===== config.mk =====
export PLATFORM = sky130hd
export DESIGN_NAME = sata_oob_ctrl
export DESIGN_NICKNAME = d
export VERILOG_FILES = /design/src/rtl/sata_oob_pkg.sv /design/src/rtl/sata_oob_ctrl.sv
export SDC_FILE = /design/constraint.sdc
export NUM_CORES = 1
export LEC_CHECK = 0
export CELL_PAD_IN_SITES_DETAIL_PLACEMENT = 1
export CELL_PAD_IN_SITES_GLOBAL_PLACEMENT = 1
export CORE_ASPECT_RATIO = 0.75
export CORE_UTILIZATION = 33
export DETAILED_ROUTE_END_ITERATION = 10
export PLACE_DENSITY_LB_ADDON = 0.05
export SETUP_SLACK_MARGIN = 0.4
export SLEW_MARGIN = 0
export SYNTH_ARGS = -nofsm -noshare
export SYNTH_HDL_FRONTEND = slang
export SYNTH_SLANG_ARGS = --single-unit

===== constraint.sdc =====
create_clock -name clk -period 3 [get_ports clk]
set_input_delay 0.45 -clock clk [delete_from_list [all_inputs] [get_ports clk]]
set_output_delay 0.45 -clock clk [all_outputs]
set_load 0.05 [all_outputs]

===== src/rtl/sata_oob_pkg.sv =====
// Shared state encoding and default timing constants for the SATA host OOB controller.
package sata_oob_pkg;

   typedef enum logic [3:0] {
      IDLE,
      COMRESET,
      WAIT_COMINIT,
      COMWAKE,
      WAIT_COMWAKE,
      WAIT_WAKE_END,
      SEND_D102,
      SEND_ALIGN,
      LINK_UP
   } oob_state_e;

   localparam int DEF_BURST_CYCLES   = 160;
   localparam int DEF_TIMEOUT_CYCLES = 880000;
   localparam int DEF_ALIGN_NUM      = 3;

endpackage


===== src/rtl/sata_oob_ctrl.sv =====
// Host-side SATA out-of-band sequencer: COMRESET/COMWAKE handshake, ALIGN lock and
// link-up, with a per-state timeout that restarts the sequence at COMRESET.
module sata_oob_ctrl
   import sata_oob_pkg::*;
#(
   parameter int BURST_CYCLES   = DEF_BURST_CYCLES,
   parameter int TIMEOUT_CYCLES = DEF_TIMEOUT_CYCLES,
   parameter int ALIGN_NUM      = DEF_ALIGN_NUM
) (
   input  logic       clk,
   input  logic       rst_n,
   input  logic       rx_cominit_det,
   input  logic       rx_comwake_det,
   input  logic       rx_align_det,
   input  logic       rx_sync_det,
   output logic       tx_cominit,
   output logic       tx_comwake,
   output logic       tx_elecidle,
   output logic       tx_align_sel,
   output logic       link_up,
   output logic [7:0] retry_cnt
);

   localparam logic [31:0] BURST_LAST   = 32'(BURST_CYCLES - 1);
   localparam logic [31:0] TIMEOUT_LAST = 32'(TIMEOUT_CYCLES - 1);
   localparam logic [7:0]  ALIGN_LAST   = 8'(ALIGN_NUM - 1);

   oob_state_e  state;
   oob_state_e  state_next;
   logic [31:0] timer;
   logic [7:0]  align_cnt;
   logic [7:0]  align_cnt_next;
   logic        timed_out;
   logic        burst_done;

   assign timed_out  = (timer == TIMEOUT_LAST);
   assign burst_done = (timer == BURST_LAST);

   // An exit condition is always tested before the timeout so it wins a tie.
   always_comb begin
      state_next     = state;
      align_cnt_next = '0;
      case (state)
         IDLE:          state_next = COMRESET;
         COMRESET:      if (burst_done) state_next = WAIT_COMINIT;
         WAIT_COMINIT: begin
            if (rx_cominit_det)  state_next = COMWAKE;
            else if (timed_out)  state_next = COMRESET;
         end
         COMWAKE:       if (burst_done) state_next = WAIT_COMWAKE;
         WAIT_COMWAKE: begin
            if (rx_comwake_det)  state_next = WAIT_WAKE_END;
            else if (timed_out)  state_next = COMRESET;
         end
         WAIT_WAKE_END: begin
            if (!rx_comwake_det) state_next = SEND_D102;
            else if (timed_out)  state_next = COMRESET;
         end
         SEND_D102: begin
            if (rx_align_det && (align_cnt == ALIGN_LAST)) state_next = SEND_ALIGN;
            else if (timed_out)  state_next = COMRESET;
            else if (rx_align_det) align_cnt_next = align_cnt + 8'd1;
         end
         SEND_ALIGN: begin
            if (rx_sync_det)     state_next = LINK_UP;
            else if (timed_out)  state_next = COMRESET;
         end
         LINK_UP:       if (rx_cominit_det) state_next = COMRESET;
         default:       state_next = IDLE;
      endcase
   end

   always_comb begin
      tx_cominit   = 1'b0;
      tx_comwake   = 1'b0;
      tx_elecidle  = 1'b1;
      tx_align_sel = 1'b0;
      link_up      = 1'b0;
      case (state)
         COMRESET:   tx_cominit = 1'b1;
         COMWAKE:    tx_comwake = 1'b1;
         SEND_D102:  tx_elecidle = 1'b0;
         SEND_ALIGN: begin
            tx_elecidle  = 1'b0;
            tx_align_sel = 1'b1;
         end
         LINK_UP: begin
            tx_elecidle = 1'b0;
            link_up     = 1'b1;
         end
         default: ;
      endcase
   end

   // The only COMRESET entry from IDLE is the first after reset, so it is not a retry.
   always_ff @(posedge clk) begin
      if (!rst_n) begin
         state     <= IDLE;
         timer     <= '0;
         align_cnt <= '0;
         retry_cnt <= '0;
      end else begin
         state     <= state_next;
         timer     <= (state_next != state) ? '0 : timer + 32'd1;
         align_cnt <= align_cnt_next;
         if ((state_next == COMRESET) && (state != COMRESET) && (state != IDLE)
             && (retry_cnt != 8'hFF))
            retry_cnt <= retry_cnt + 8'd1;
      end
   end

endmodule


### Word level (Yosys, flattened, before mapping)

Index checks and enable logic that the tools add are counted.

| word-level totals | value |
|---|---|
| input bits | 6 |
| word-level logic and storage cells | 49 |
| register bits | 52 |
| output and inout port bits | 13 |

| operators by class | value |
|---|---|
| add/sub/neg operators | 3 |
| reduce and logical (&&, ||, !) cells | 9 |
| multiplexer cells | 15 |
| bitwise gates (word level) | 3 |
| equality and inequality tests | 15 |

Operator list:

| cell | number |
|---|---|
| $mux W4 | 9 |
| $pmux W4 S9 | 1 |
| $add A32 B1 Y32 const B | 1 |
| $eq A32 B20 Y1 const B | 1 |
| $eq A32 B8 Y1 const B | 1 |
| $add A8 B1 Y8 const B | 2 |
| $eq A4 B3 Y1 const B | 4 |
| $eq A4 B1 Y1 const B | 2 |
| $eq A4 B2 Y1 const B | 2 |
| $eq A8 B2 Y1 const B | 1 |
| $ne A8 B8 Y1 const B | 1 |
| $mux W1 | 5 |
| $reduce_or A5 Y1 | 1 |
| $eq A4 B4 Y1 const B | 1 |
| $logic_and A1 B1 Y1 | 4 |
| $logic_not A4 Y1 | 1 |
| $ne A4 B1 Y1 const B | 1 |
| $ne A4 B4 Y1 | 1 |
| $reduce_bool A4 Y1 | 1 |
| $not A1 Y1 | 3 |
| $reduce_or A3 Y1 | 1 |
| $reduce_or A2 Y1 | 1 |

### Depth between registers and ports, before layout

Gate-level depths: netlist (run 1).

| logic depth | value |
|---|---|
| word-level depth | 8 |
| gate-level depth with buffers | 10 |
| gate-level depth less buffers | 9 |

### Least setup slack after synthesis (run 1)

Ideal clock, no wire load.

| path | value |
|---|---|
| path kind | register to output |
| from | register state[0] |
| to | output port tx_elecidle |
| data required time | 2.550 ns |
| buffers on the path | 2 |
| stages on the path, launching flop included | 5 |
| path slack | -0.419 ns |
| arrival time | 2.969 ns |
| path through | dfxtp_1 > clkbuf_1 > clkbuf_1 > nor4_1 > a21oi_1 |

| between the ends | value |
|---|---|
| longest elaborated chain between the ends | 3 |
| elaborated cells between the ends (all ways) | 5 |
| those cells by class | eq/ne: 3; mux: 1; reduce/logical: 1 |

RTL lines:

| what | line | source |
|---|---|---|
| start, declared | sata_oob_ctrl.sv:28 | `oob_state_e state;` |
| start signal, assigned | sata_oob_ctrl.sv:103 | `state <= state_next;` |
| $eq A4 B4 Y1 or $eq A4 B3 Y1 (tied branches) | sata_oob_ctrl.sv:79 | `case (state)` |
| $reduce_or A3 Y1 (no source line) (*) | n/a |  |
| $mux W1 (*) | sata_oob_ctrl.sv:79 |  |
| end, declared | sata_oob_ctrl.sv:18 | `output logic tx_elecidle,` |

Every way passes the cells marked *; elsewhere a longest branch is shown, timed or not.

### Worst setup path in the final report (run 1)

| path | value |
|---|---|
| from | register timer[0] |
| to | register timer[10] |

| between the ends | value |
|---|---|
| longest elaborated chain between the ends | 6 |
| elaborated cells between the ends (all ways) | 14 |
| those cells by class | add/sub: 1; eq/ne: 3; mux: 9; reduce/logical: 1 |

RTL lines:

| what | line | source |
|---|---|---|
| start, declared | sata_oob_ctrl.sv:30 | `logic [31:0] timer;` |
| start signal, assigned | sata_oob_ctrl.sv:104 | `timer <= (state_next != state) ? '0 : timer + 32'd1;` |
| $eq A32 B20 Y1 | sata_oob_ctrl.sv:36 | `assign timed_out = (timer == TIMEOUT_LAST);` |
| $mux W4 | n/a |  |
| $mux W4, on equally long branches | n/a |  |
| $pmux W4 S9 | sata_oob_ctrl.sv:43 | `case (state)` |
| $ne A4 B4 Y1 | sata_oob_ctrl.sv:104 |  |
| $reduce_or A2 Y1 (no source line) | n/a |  |

Parallel ways exist; a longest one is shown, timed or not.
A chain may end at the register's enable or synchronous reset.

==> results of run 1 <==
[layout make-up]
type | instances | share of cell area (%)
Clock buffer | 6 | 3.90
Sequential cell | 52 | 29.8
Timing Repair Buffer | 36 | 9.41
Tap cell | 105 | 3.69
Inverter | 9 | 0.948
Multi-Input combinational cell | 263 | 52.0
Clock inverter | 2 | 0.281
[power by group]
group	internal [W]	total [W]	leakage [nW]	switching [W]
combinational	0.0000392	0.0000976	0.678	0.0000583
clock	0.000330	0.000590	0.0766	0.000260
sequential	0.000692	0.000698	0.425	0.00000611
[registers in the layout, summed over array words and instances (netlist names)]
name       count
timer         32
align_cnt      8
retry_cnt      8
state          4
[worst max-delay path by stage]
stage | startpoint | cells after the start | slack [ps] | to
after floorplan | timer[1] | 8 | 430 | retry_cnt[7]
after global placement | timer[1] | 8 | 280 | retry_cnt[7]
after detailed placement | timer[1] | 8 | 190 | retry_cnt[7]
after CTS | timer[26] | 8 | 410 | retry_cnt[6]
after global routing | timer[0] | 10 | 340 | timer[18]
final | timer[0] | 10 | 440 | timer[10]
[repair_timing]
item                       4_1_cts  5_1_grt
pin swaps                        7        9
setup endpoints to repair       43       42
cloned                           1        0
gates resized for setup         24       15
setup buffers                    7        1
[placed cells by master (no fill, tap or decap), drive strengths merged, types with 3 or more instances in the layout]
cell type / synthesis / layout
o21ai: 7 / 8
mux2i: 7 / 7
buf: 2 / 18
nand2b: 5 / 5
and3: 14 / 14
ha: 4 / 4
nor4: 11 / 11
inv: 9 / 9
nand3: 26 / 26
nor2: 53 / 53
dfxtp: 52 / 52
nor4b: 3 / 3
nand4: 12 / 12
clkdlybuf4s50: 0 / 15
nand2: 27 / 27
a21oi: 5 / 5
xnor2: 16 / 16
xor2: 22 / 22
nor3: 12 / 12
clkbuf: 10 / 6
[stage by stage]
| stage | total power (W) | hold WS (ps) |
|---|---|---|
| final | 0.00139 | 492 |
| after global routing | 0.00145 | 526 |
| after CTS | 0.00141 | 497 |
| after detailed placement | 0.000801 | 444 |
| after global placement | 0.000801 | 430 |
| after floorplan | 0.000769 | 419 |
[metal layers]
layer  vias to the layer above  routed length [µm]  global-route usage [%]
met5                         -                   0                       0
met4                         0                  82                    5.54
met3                         8                 160                    3.65
met2                        16                3150                    26.0
met1                      1179                4040                    26.3
li1                       1251                   -                       -
[cells by family (layout without fill, tap and decap cells)]
kind of cell | count (synthesis) | count (layout)
AOI/OAI and AO/OA | 33 | 34
muxes | 7 | 7
xor gates and xnor gates | 38 | 38
adders and majority gates | 4 | 4
DFF | 52 | 52
and+or+nand+nor | 180 | 180
buffers and inverters | 21 | 53
[worst max-delay path: stages, from the launching register on]
cell	delay, ps
dfxtp_4	360
ha_4	140
nand3_4	70
or4_1	420
or4_4	490
buf_4	160
a211o_1	270
a21boi_4	190
o211ai_2	100
buf_6	180
nor2_2	110
==> impl.org, run 1 <==
** Layout
- Non-filler instance count after layout :: 473
- The number of antenna diodes in the final layout is 0.
- Multi-input logic area :: 1850 µm²
- Relative area change from synthesis to final layout :: 26.6%
- Post-layout net count :: 377
- Summing all non-filler instances in the final layout gives an area of 3560 µm².
- Share of cells above drive strength 1 :: 21.5%
- Fill cells in the final layout number 943.
- Cells fill 44.2% of the core in the end.
- The sequential cells in the finished layout cover a total of 1060 µm².

** Setup path
- The setup path with the least slack is of type flop to flop.
- Type of destination of the critical path :: flop
- Worst Path Arrival :: 2790 ps
- Worst reg2reg startpoint :: timer[0]
- Worst-case register-to-register setup slack :: 440 ps
- At the worst endpoint, the required time is 3230 ps.
- In this run the critical register-to-register path is captured at timer[10].
- Number of cells on the worst reg-to-reg path :: 10
- Nature of the critical path startpoint :: flop
- In this run the worst path has a maximum fanout of 13.

** Floorplan
- Chip Width :: 109 µm
- Effective utilization at floorplan :: 34.9%
- I/O Pins :: 19
- Core area :: 8060 µm²
- The initialized floorplan defines 28 standard-cell rows.
- DIE HEIGHT :: 82.0 µm
- The floorplan step defined a die boundary enclosing 8900 µm².

** Place
- Port bufs :: 18
- Cell area after placement :: 3180 µm²
- Setup slack at placement :: 188 ps
- Once placement completed, the tool counted placed cells totaling 456.
- Routability-driven placement finished with a final weighted congestion of 0.774.
- Detail Placement HPWL :: 5.22 mm

** Timing
- The smallest clock period supported by the final layout is computed as 2560 ps.
- Between clock sinks in the finished design, the worst skew comes to 3.23 ps.
- Once routing completed, OpenROAD measured the worst setup slack at 441 ps.
- RSZ-0062 raised after global routing :: true
- The final hold violation count came to 0.
- Setup Total Neg Slack :: 0 ps
- Fmax :: 0.391 GHz
- Endpoints failing setup :: 0
- At the pin with the least slew margin, the transition time is 658 ps.
- Final critical-path share of the clock period :: 85.3%
- In this run the tightest slew margin relative to its limit is 55.8%.
- The max-slew violation total from the final report came to 0.

** Synth
- Most frequently used flop master after synthesis :: dfxtp_1
- Yosys instantiated no cell more often than dfxtp_1.
- Combinational family with the most area after synthesis :: simple AND/OR/NAND/NOR gates
- Number of synthesized flops with an enable pin :: 0
- Xor/xnor cell area share of the yosys netlist :: 11.8%
- Register area share after synthesis :: 37.0%
- Average cell area after synthesis :: 8.40 µm²
- Gate count of the mapped netlist :: 335
- The synthesized design contains 52 register bits.
- Commonest cells in the netlist :: 52 x dfxtp_1, 43 x nor2_1, 27 x nand2_1
- Synthesized cell area :: 2810 µm²
- The number of different library cells used by synthesis comes to 56.
- Summing the areas of all compound-gate instances in the mapped netlist gives 9.65% of the synthesized area.
- After synthesis, the share of flip-flops with an asynchronous set or reset is 0%.
- Portion of synthesized cell area occupied by the leading cell type :: 37.0%
- Adder-cell share of the synthesized area :: 1.78%
- After Yosys synthesis, and, or, nand and nor cells account for 33.9% of the synthesized area.
- Sorting the synthesized cells by area gives the leading types as dfxtp_1 37%, xor2_1 6.8%, nor2_1 5.7%, xnor2_1 5.0%, nand3_1 4.4%.
- Synth Warn # :: 0
- Top cell type by total area after synthesis :: dfxtp_1
- Number of nets in the synthesized netlist :: 345
- Multiplexer area fraction after synthesis :: 2.49%

** Detailed routing
- Total via count in the routed design :: 2,454
- DRC errors left :: 0
- Routed length per placed instance :: 15.7 µm
- Via density :: 5.19
- Pre-Repair DR Iteration Count :: 4
- For this block, the routed nets add up to 7.43 mm of wire.
- The detail route stage leaves a number of antenna-violating nets equal to 0.
- The detailed router finished its first iteration with 68 violations.

** Clock tree
- Clock transition at the registers of the reported paths :: 70 ps
- Clock root buffer :: clkbuf_16
- TritonCTS built the clock tree.
- Clock tree synthesis inserted a total of 5 buffers.
- Max clock buf depth :: 2
- The H-tree generated during clock tree synthesis spans 2 levels.
- Hold buffer count at CTS :: 0
- For this design, the sink count on the clock tree is 52.
- Clk_lat worst skew :: 290 ps

** Pwr
- IR analysis of the VDD net gives a maximum drop of 0.183 mV.
- Pleak :: 1.18 nW
- Power density of the placed cells :: 389 nW/µm²

** Global routing
- Gr usage total :: 18.0%
- Entering global routing, the biggest net connects 20 pins.
- The first global-routing pass estimated 12.2 mm of wire.
- Total congestion overflow :: 0
- Vias in the first global route :: 2,384
- The initial antenna violation count came to 0.

** Hold path
- WHS Path Cells :: 2
- Hold Path Class :: flop to flop
- The worst hold path begins at retry_cnt[4].
- Worst-case hold path end point :: retry_cnt[4]

** Run
- Across the run, the number of max-cap violations was 0.

** Status
- Result of the run :: completed
Note: power is estimated with default switching activity, not from simulation.
==> run 2, diff against run 1 <==
--- a/config.mk
+++ b/config.mk
@@ -9,6 +9,7 @@
 export CELL_PAD_IN_SITES_GLOBAL_PLACEMENT = 1
 export CORE_ASPECT_RATIO = 0.75
 export CORE_UTILIZATION = 33
+export CTS_CLUSTER_SIZE = 10
 export DETAILED_ROUTE_END_ITERATION = 10
 export PLACE_DENSITY_LB_ADDON = 0.05
 export SETUP_SLACK_MARGIN = 0.4
==> results of run 2 <==
Same layout as run 1: the final DEF is identical, and so are final timing and power.
==> run 3, diff against run 2 <==
==> constraint.sdc (replaced) <==
create_clock -name clk -period 2.8 [get_ports clk]
set_input_delay 0.42 -clock clk [delete_from_list [all_inputs] [get_ports clk]]
set_output_delay 0.42 -clock clk [all_outputs]
set_load 0.05 [all_outputs]
==> impl.org, run 3 (synthesized netlist as in run 1, its figures left out) <==
** Status
- The flow ran to the end, and the final reports show no timing, DRC or antenna violations.

** Place
- The cell area reported after detailed placement came to 3230 µm² (+1.6%).
- Count of placed standard cells including taps :: 459 (+0.66%)
- The placer's final routability congestion estimate came to 0.782 (+1.0%).
- The total half-perimeter wirelength after legalization and detailed placement is 5.29 mm (+1.4%).
- Port bufs :: 18 (unchanged)
- Setup slack at placement :: 121 ps (-68.0 ps)

** Setup path
- Delay contributed by the slowest stage of the critical path :: 490 ps (about the same)
- Slowest-stage cell, CP :: or4_4
- Number of cells on the worst reg-to-reg path :: 9 (-1)
- Type of destination of the critical path :: flop
- The required time at the worst-slack endpoint is 3020 ps (-210 ps).
- WS Path Type :: flop to flop
- Critical path, cell by cell :: ha_4 > nand3_4 > or4_1 > or4_4 > a211oi_4 > buf_4 > o21ai_4 > nor3b_4 > mux2i_1
- Worst Path Arrival :: 2750 ps (-40 ps)
- The worst setup path is launched from a flop.
- The largest fanout on the critical path is 5 (-8).
- Logic depth of the worst path, buffers included :: 9 (-1)
- Count of buffering cells on the critical path with inverters included :: 1 (-1)
- Dominant delay contributor by cell family on the critical path :: simple AND/OR/NAND/NOR gates

** Layout
- Leaving out fill and tap cells, the most frequent cells in the layout are 41 x dfxtp_1, 38 x nor2_1, 26 x nand2_1.
- The design area was 3660 µm² (+2.6%).
- The number of diodes added for antenna fixing was 0 (unchanged).
- The final non-filler cell total was 480 (+1.5%).
- The share of final-layout standard cells stronger than drive strength 1 is 24.8% (+3.3 points).
- timer holds more flip-flops than any other register.
- Relative to the synthesized area, the layout overhead comes to 29.9%.
- The net count reported at finish is 385 (+2.1%).
- Leaving out fill and tap cells, the most frequent cell in the layout is dfxtp_1.
- The end-of-flow core utilization was 45.4% (+1.2 points).
- The flip-flop count of the largest register after layout was 32 (unchanged).
- The largest registers in the layout are timer (32), align_cnt (8), retry_cnt (8).

** Clock tree
- Clk_lat worst skew :: 290 ps (about the same)
- The clock sink count was 52 (unchanged).
- TritonCTS built the clock tree.
- The clock edge transition at the registers on the reported setup and hold paths came to 70 ps (about the same).
- H-tree level count :: 2 (unchanged)
- The cell sitting at the root of the clock tree is a clkbuf_16.
- The post-cts hold buffer count was 0 (unchanged).
- The maximum root-to-sink buffer count was 2 (unchanged).
- TritonCTS buffer count :: 5 (unchanged)

** Timing
- Fmax :: 0.395 GHz (+0.98%)
- RSZ-0062 raised after global routing :: true
- The transition at the pin with the smallest max-transition slack is 621 ps (-37.1 ps).
- The max-slew violation total from the final report was 0 (unchanged).
- Setup Total Neg Slack :: 0 ps (unchanged)
- The headroom to the max-slew limit was 58.2% (+2.5 points).
- The final clock skew is 5.87 ps (+2.64 ps).
- Count of final hold-check violations :: 0 (unchanged)
- The final count of negative-setup-slack endpoints came to 0 (unchanged).
- Final WS setup :: 266 ps (-175 ps)
- The post-layout minimum cycle time was 2530 ps (-24.7 ps).
- The post-route fraction of the period consumed by the critical path is 90.5% (+5.2 points).

** Detailed routing
- The detailed-route DRC error count came to 0 (unchanged).
- The detailed router's first-iteration violation count is 100 (+47%).
- Count of nets left with antenna violations after detail routing :: 0 (unchanged)
- Via density :: 5.28 (+1.8%)
- Pre-Repair DR Iteration Count :: 4 (unchanged)
- The wire length reported by the detailed router came to 7.77 mm (+4.6%).
- The vias after detailed routing was 2,535 (+3.3%).
- Routed length per placed instance :: 16.2 µm (+3.1%)

** Floorplan
- I/O Pins :: 19 (unchanged)
- Effective utilization at floorplan :: 34.9% (unchanged)
- The die width was 109 µm (unchanged).
- Core area :: 8060 µm² (unchanged)
- The die outline area came to 8900 µm² (unchanged).
- The height of the die is 82.0 µm (unchanged).
- Core Rows :: 28 (unchanged)

** Global routing
- The combined global-route utilization of all metal layers came to 18.8% (+0.83 points).
- The pin count of the biggest net entering global routing is 20 (unchanged).
- The remaining global-route overflow is 0 (unchanged).
- Antenna violations before repair :: 0 (unchanged)
- The number of global-route vias before repair is 2,531 (+6.2%).
- The first-pass GRT wire length came to 12.9 mm (+5.3%).

** Pwr
- The leakage power of the design came to 1.19 nW (+1.1%).
- Worst IR Drop VDD :: 0.225 mV (+23%)
- Power density of the placed cells :: 396 nW/µm² (+1.9%)

** Hold path
- The hold-critical path depth was 1 (-1).
- The min-delay analysis places its worst path in the category flop to flop.

** Run
- Max-cap violation count :: 0 (unchanged)
==> run 3: cell count changes in the layout (fill, tap and decap cells not counted), sizes merged <==
cell,change
buf,+8
dlygate4sd2,+3
clkdlybuf4s50,-2
clkinv,-1
dlymetal6s2s,-1
==> run 3: worst paths after layout <==
| path | to | startpoint | slack, ps |
|---|---|---|---|
| worst max register to register | retry_cnt[0] | timer[1] | 270 |
| worst max-delay path | retry_cnt[0] | timer[1] | 270 |
| worst min-delay path | align_cnt[0] | align_cnt[0] | 500 |
| worst min register to register | align_cnt[0] | align_cnt[0] | 500 |
==> run 3: what timing repair did <==
item / in CTS / in global routing
gates resized for setup: 22 / 28
cloned: 1 / 1
setup endpoints to repair: 45 / 41
pin swaps: 5 / 17
buffers inserted: 7 / 5
==> run 3: metal layers <==
metal | share of wire [%] | global-route usage, % | routed length (µm)
met1 | 54 | 27.8 | 4160
met2 | 42 | 27.4 | 3290
met3 | 3.2 | 3.97 | 250
met4 | 0.84 | 4.46 | 65
met5 | 0 | 0 | 0
==> run 3: power breakdown <==
part           switching, W  total, W  internal (W)
Sequential       0.00000733  0.000750      0.000742
Combinational     0.0000683  0.000114     0.0000460
Clock              0.000260  0.000586      0.000326
==> run 3: metrics by stage <==
stage / hold WS (ps) / power [W]
final: 499 / 0.00145
after global routing: 524 / 0.00152
after CTS: 509 / 0.00147
after detailed placement: 442 / 0.000860
after global placement: 439 / 0.000860
after floorplan: 430 / 0.000825
==> run 3: cell type report <==
cell class                 instances  area [µm²]
fill                             955        4400
multi-input combinational        263        1900
sequential                        52        1060
timing repair buffer              44         397
tap                              105         131
clock buffer                       6         129
inverter                           9        33.8
clock inverter                     1        5.00
==> run 3: worst reg2reg max path: cells and delay by family, from the launching register on <==
kind,cells,cell delay [ps]
multiplexers,1,220
AND/OR/NAND/NOR,4,1240
adder cells (fa/ha/maj),1,140
flip-flops,1,360
buffers and inverters,1,180
AO/OA/AOI/OAI,2,320
